File: config.mk
export PLATFORM = sky130hd
export DESIGN_NAME = register_file
export DESIGN_NICKNAME = d
export VERILOG_FILES = /design/src/rtl/regfile_pkg.sv /design/src/rtl/register_file_read_port.sv /design/src/rtl/register_file.sv
export SDC_FILE = /design/constraint.sdc
export NUM_CORES = 2
export LEC_CHECK = 0
export ABC_AREA = 1
export CORE_MARGIN = 3
export CORE_UTILIZATION = 35
export CTS_CLUSTER_SIZE = 30
export DETAILED_ROUTE_END_ITERATION = 6
export PLACE_DENSITY = 0.49
export SKIP_LAST_GASP = 1
export SLEW_MARGIN = 20
export SYNTH_ARGS = -nofsm -noshare
export SYNTH_HDL_FRONTEND = slang
export SYNTH_SLANG_ARGS = --single-unit
File: constraint.sdc
create_clock -name clk -period 3.35 [get_ports clk]
set_input_delay 0.67 -clock clk [delete_from_list [all_inputs] [get_ports clk]]
set_output_delay 0.67 -clock clk [all_outputs]
set_load 0.03 [all_outputs]
File: src/rtl/regfile_pkg.sv
// Shared sizing constants and types for the MIPS general-purpose register file.
package regfile_pkg;

  localparam int DATA_W = 32;
  localparam int ADDR_W = 5;
  localparam int NREGS  = 32;

  localparam logic [ADDR_W-1:0] REG_ZERO = 5'd0;

  typedef logic [ADDR_W-1:0] reg_addr_t;
  typedef logic [DATA_W-1:0] reg_data_t;

endpackage

File: src/rtl/register_file_read_port.sv
// One combinational read port of the register file: array select, r0 forced
// to zero, and (when REGFILE_WRITE_BYPASS_EN is defined) forwarding of the
// write-port data when the write address matches this port's address.
module register_file_read_port
  import regfile_pkg::*;
#(
  parameter int DATA_W = regfile_pkg::DATA_W,
  parameter int ADDR_W = regfile_pkg::ADDR_W,
  parameter int NREGS  = regfile_pkg::NREGS
) (
  input  logic [DATA_W-1:0] i_regs [NREGS],
  input  logic [ADDR_W-1:0] i_addr,
`ifdef REGFILE_WRITE_BYPASS_EN
  input  logic              i_wr_en,
  input  logic [ADDR_W-1:0] i_wr_addr,
  input  logic [DATA_W-1:0] i_wr_data,
`endif
  output logic [DATA_W-1:0] o_data
);

  // Select stored word, optionally forward in-flight write, then force r0 to zero.
  always_comb begin
    o_data = i_regs[i_addr];
`ifdef REGFILE_WRITE_BYPASS_EN
    if (i_wr_en && (i_wr_addr != REG_ZERO) && (i_wr_addr == i_addr)) begin
      o_data = i_wr_data;
    end
`endif
    if (i_addr == REG_ZERO) begin
      o_data = '0;
    end
  end

endmodule

File: src/rtl/register_file.sv
// 32 x 32-bit MIPS register file: two combinational read ports (A from rs,
// B from rt), one synchronous write port, r0 hardwired to zero.
// Optional feature macro: REGFILE_WRITE_BYPASS_EN forwards the write data to a
// read port whose address matches rd in the same cycle.
module register_file
  import regfile_pkg::*;
#(
  parameter int DATA_W = regfile_pkg::DATA_W,
  parameter int ADDR_W = regfile_pkg::ADDR_W,
  parameter int NREGS  = regfile_pkg::NREGS
) (
  input  logic              clk,
  input  logic              rst,
  input  logic              we,
  input  logic [ADDR_W-1:0] rs,
  input  logic [ADDR_W-1:0] rt,
  input  logic [ADDR_W-1:0] rd,
  input  logic [DATA_W-1:0] dataIn,
  output logic [DATA_W-1:0] A,
  output logic [DATA_W-1:0] B
);

  logic [DATA_W-1:0] r_regs [NREGS];

`ifdef REGFILE_WRITE_BYPASS_EN
  // A write only lands (and so may only be forwarded) when reset is not pending.
  logic w_wr_en;
  assign w_wr_en = we && !rst;
`endif

  // Storage update: reset clears every entry and beats any write; r0 is never written.
  always_ff @(posedge clk) begin
    if (rst) begin
      for (int i = 0; i < NREGS; i++) begin
        r_regs[i] <= '0;
      end
    end else if (we && (rd != REG_ZERO)) begin
      r_regs[rd] <= dataIn;
    end
  end

  register_file_read_port #(
    .DATA_W (DATA_W),
    .ADDR_W (ADDR_W),
    .NREGS  (NREGS)
  ) u_port_a (
    .i_regs    (r_regs),
    .i_addr    (rs),
`ifdef REGFILE_WRITE_BYPASS_EN
    .i_wr_en   (w_wr_en),
    .i_wr_addr (rd),
    .i_wr_data (dataIn),
`endif
    .o_data    (A)
  );

  register_file_read_port #(
    .DATA_W (DATA_W),
    .ADDR_W (ADDR_W),
    .NREGS  (NREGS)
  ) u_port_b (
    .i_regs    (r_regs),
    .i_addr    (rt),
`ifdef REGFILE_WRITE_BYPASS_EN
    .i_wr_en   (w_wr_en),
    .i_wr_addr (rd),
    .i_wr_data (dataIn),
`endif
    .o_data    (B)
  );

endmodule

==> run_results.csv <==
group,metric,value,unit
die,die_w,401,um
sta,period_minus_slack,3340,ps
place,hpwl,153000,um
cts,cts_setup_buffers,0,
synth,ys_async_sr_fraction,0,%
synth,synth_top_area_share,37.6,%
worst_setup_path,start_kind,"input port",
sta,tightest_slew,837,ps
synth,ys_seq_area_share,37.6,%
detailed_routing,postRouteAntennaNets,0,
synth,synth_area,54600,um^2
synth,synth.distinct_cells,21,
synth,synth-simple-area-share,36.8,%
synth,syn-num-nets,8859,
worst_setup_path,cp_slowest_cell,"nor2_1",
synth,synth-seq-cells,1024,
cts,holdBufCountCts,0,
worst_setup_path,path_class,"input port to output pin",
run_status,violations,"design-rule violations",
run_status,status,"finished, violations left",
die,die_h,401,um
cts,insertion_delay,750,ps
finish,syn2layout_area_growth,18.8,%
die,placementRows,144,
die,die-area,161000,um^2
pwr,ir_drop,0.431,mV
cts,cts_buffers,121,
worst_setup_path,crit_path_end_kind,"output pin",
sta,holdWs,422,ps
die,fp.coreArea,154000,um^2
synth,synth-main-ff-cell,"dfxtp_1",
synth,synth.most_common_cell,"nand2_1",
finish,max_flop_register,"r_regs",
die,initial_utilization,35.3,%
synth,synthAdderAreaFrac,0,%
min_path,holdCritPathClass,"input port to flop",
finish,fin_nets,8626,
global_route,grt_max_degree,129,
detailed_routing,wl,259000,um
synth,synth_edf_count,0,
detailed_routing,drc_errors,6,
pwr,p_per_area,479,nW/um^2
synth,postSynthAreaPerCell,6.19,um^2
sta,slew_headroom,44.2,%
sta,finalSetupViolations,0,
cts,cts_tree,"yes",
cts,path_clk_slew,60,ps
pwr,leakagePower,24.9,nW
global_route,grt_pass1_vias,56139,
finish,num-fill-cells,15981,
die,io_pins,114,
global_route,antenna_found_initial,7,
sta,slew_violations,0,
detailed_routing,dr.pass1.iters,7,
synth,muxShareOfSynthArea,0,%
detailed_routing,num_vias,61550,
place,post-place-ws,-7.46,ps
finish,fin_cells,10727,
place,portBuffers,113,
synth,synthCells,8809,
finish,postLayoutCellArea,64800,um^2
sta,hold_viol,0,
sta,rsz0062_at_grt,"yes",
global_route,gr-total-overflow,0,
cts,cts.sinks,1024,
worst_setup_path,crit_required,2680,ps
worst_setup_path,slowest_delay,430,ps
detailed_routing,post_drt_wl_per_cell,24.1,um
finish,reg_top3,"r_regs (1024)",
synth,synth_compound_area_share,18.1,%
finish,multi_input_area,30100,um^2
finish,seq_area,20500,um^2
worst_setup_path,worst_ep_arrival_time,2670,ps
pwr,total_power,31.0,mW
sta,finalCritPeriodShare,99.7,%
synth,ys_warn_count,0,
flow_run,max-cap-violations,0,
sta,fin_ws,9.07,ps
global_route,grt_util_all_layers,30.7,%
synth,synth_xor_xnor_area_share,0,%
cts,clock_path_buffers,3,
sta,finalClockSkew,0,ps
cts,root_buffer,"clkbuf_16",
synth,ys_top_cells_by_area,"dfxtp_1, nand2_1, nand3_1",
place,gp_congestion,0.864,
global_route,grt_pass1_wl,381000,um
synth,synth_top_area_cell,"dfxtp_1",
place,dp.cells,10495,
detailed_routing,viasPerCell,5.74,
detailed_routing,drtIter0Drc,7957,
sta,fmax,299,MHz
worst_setup_path,cp_max_fo,24,
finish,drive_above_1_share,8.23,%
place,place_area,60500,um^2
worst_setup_path,cp_common_cell,"nand2_1",
synth,synthTopCellsByCount,"nand2_1, nand3_1, dfxtp_1",
cts,cts-htree-levels,3,
synth,synth_top_family_by_area,"simple AND/OR/NAND/NOR gates",
finish,largest_register_ffs,1024,
worst_setup_path,crit_chain,"buf_8, buf_12, buf_12, nand2_1, nand3_1, nand3_1, nand2_1, nand2_1, nand3_1, nand2_1, nor2_1, buf_12",
==> final cells by class <==
type                            instances  share of cell area [%]
Sequential cell                      1024                    31.6
Inverter                              221                    1.37
Clock buffer                          193                    5.84
Timing Repair Buffer                  488                    10.0
Antenna cell                            3                  0.0116
Clock inverter                         34                   0.693
Multi-Input combinational cell       6720                    46.5
Tap cell                             2044                    3.95
==> cell families after synthesis <==
logic type / after synthesis
and+or+nand+nor: 4752
DFF: 1024
AOI/OAI and AO/OA: 1968
buffers and inverters: 1065
==> final timing paths <==
path	cells past startpoint	to	from	slack (ps)
setup / recovery	12	B[6]	rt[0]	9
setup reg to reg	2	r_regs[104]	r_regs[104]	2620
hold reg to reg	2	r_regs[1005]	r_regs[1005]	440
hold / removal	4	r_regs[72]	rst	420
==> layout by cell type, fill, tap and decap left out <==
cell,count
clkbuf_8,40
diode_2,3
nand3_2,2
nand4_1,6
buf_4,228
nor3_2,1
inv_1,170
buf_6,3
o21ai_1,25
nand2_1,2600
a21oi_1,956
nor4_4,4
clkinv_16,1
clkinvlp_4,1
inv_6,3
clkdlybuf4s50_1,38
clkbuf_1,28
bufinv_16,9
buf_8,4
inv_8,4
buf_12,209
buf_2,2
o21ai_0,987
nand3_1,1481
buf_16,2
nor2_4,21
dfxtp_1,1024
nor2_1,424
inv_2,8
nand3_4,2
nor3_1,195
nand2_4,4
clkinv_2,21
nand2_2,4
clkbuf_16,127
clkinv_1,32
nor2_2,8
inv_4,3
clkinv_8,3
==> per-stage QoR <==
step | util (%) | setup TNS, ps
4_1_cts | 41.9 | 0
6_report | 42.0 | 0
3_3_place_gp | 39.2 | -24.7
2_1_floorplan | - | 0
5_1_grt | 42.0 | -20.2
3_5_place_dp | 39.2 | -7.46
==> critical path: cells and delay by family <==
family                 cells  cell delay [ps]
AND/OR/NAND/NOR            8             1070
buffers and inverters      4              840
==> where the power goes <==
part | switching (mW) | internal [mW]
Sequential | 0.109 | 12.3
Clock | 5.79 | 8.38
Combinational | 3.02 | 1.41
Total | 8.92 | 22.1
==> timing repair <==
item                       CTS  global route
cloned                       0             2
resized for setup            1             9
setup endpoints to repair    1            15
==> per-layer routing <==
| metal | vias up | track usage [%] | part of all wire (%) | wire length [um] |
|---|---|---|---|---|
| met5 | - | 0 | 0.0089 | 23 |
| met3 | 492 | 4.34 | 8.5 | 21900 |
| met4 | 4 | 11.0 | 3.5 | 8970 |
| met1 | 29087 | 42.9 | 44 | 114000 |
| li1 | 28895 | - | - | - |
| met2 | 3072 | 48.0 | 44 | 114000 |
Power figures use the tool's default switching activity.
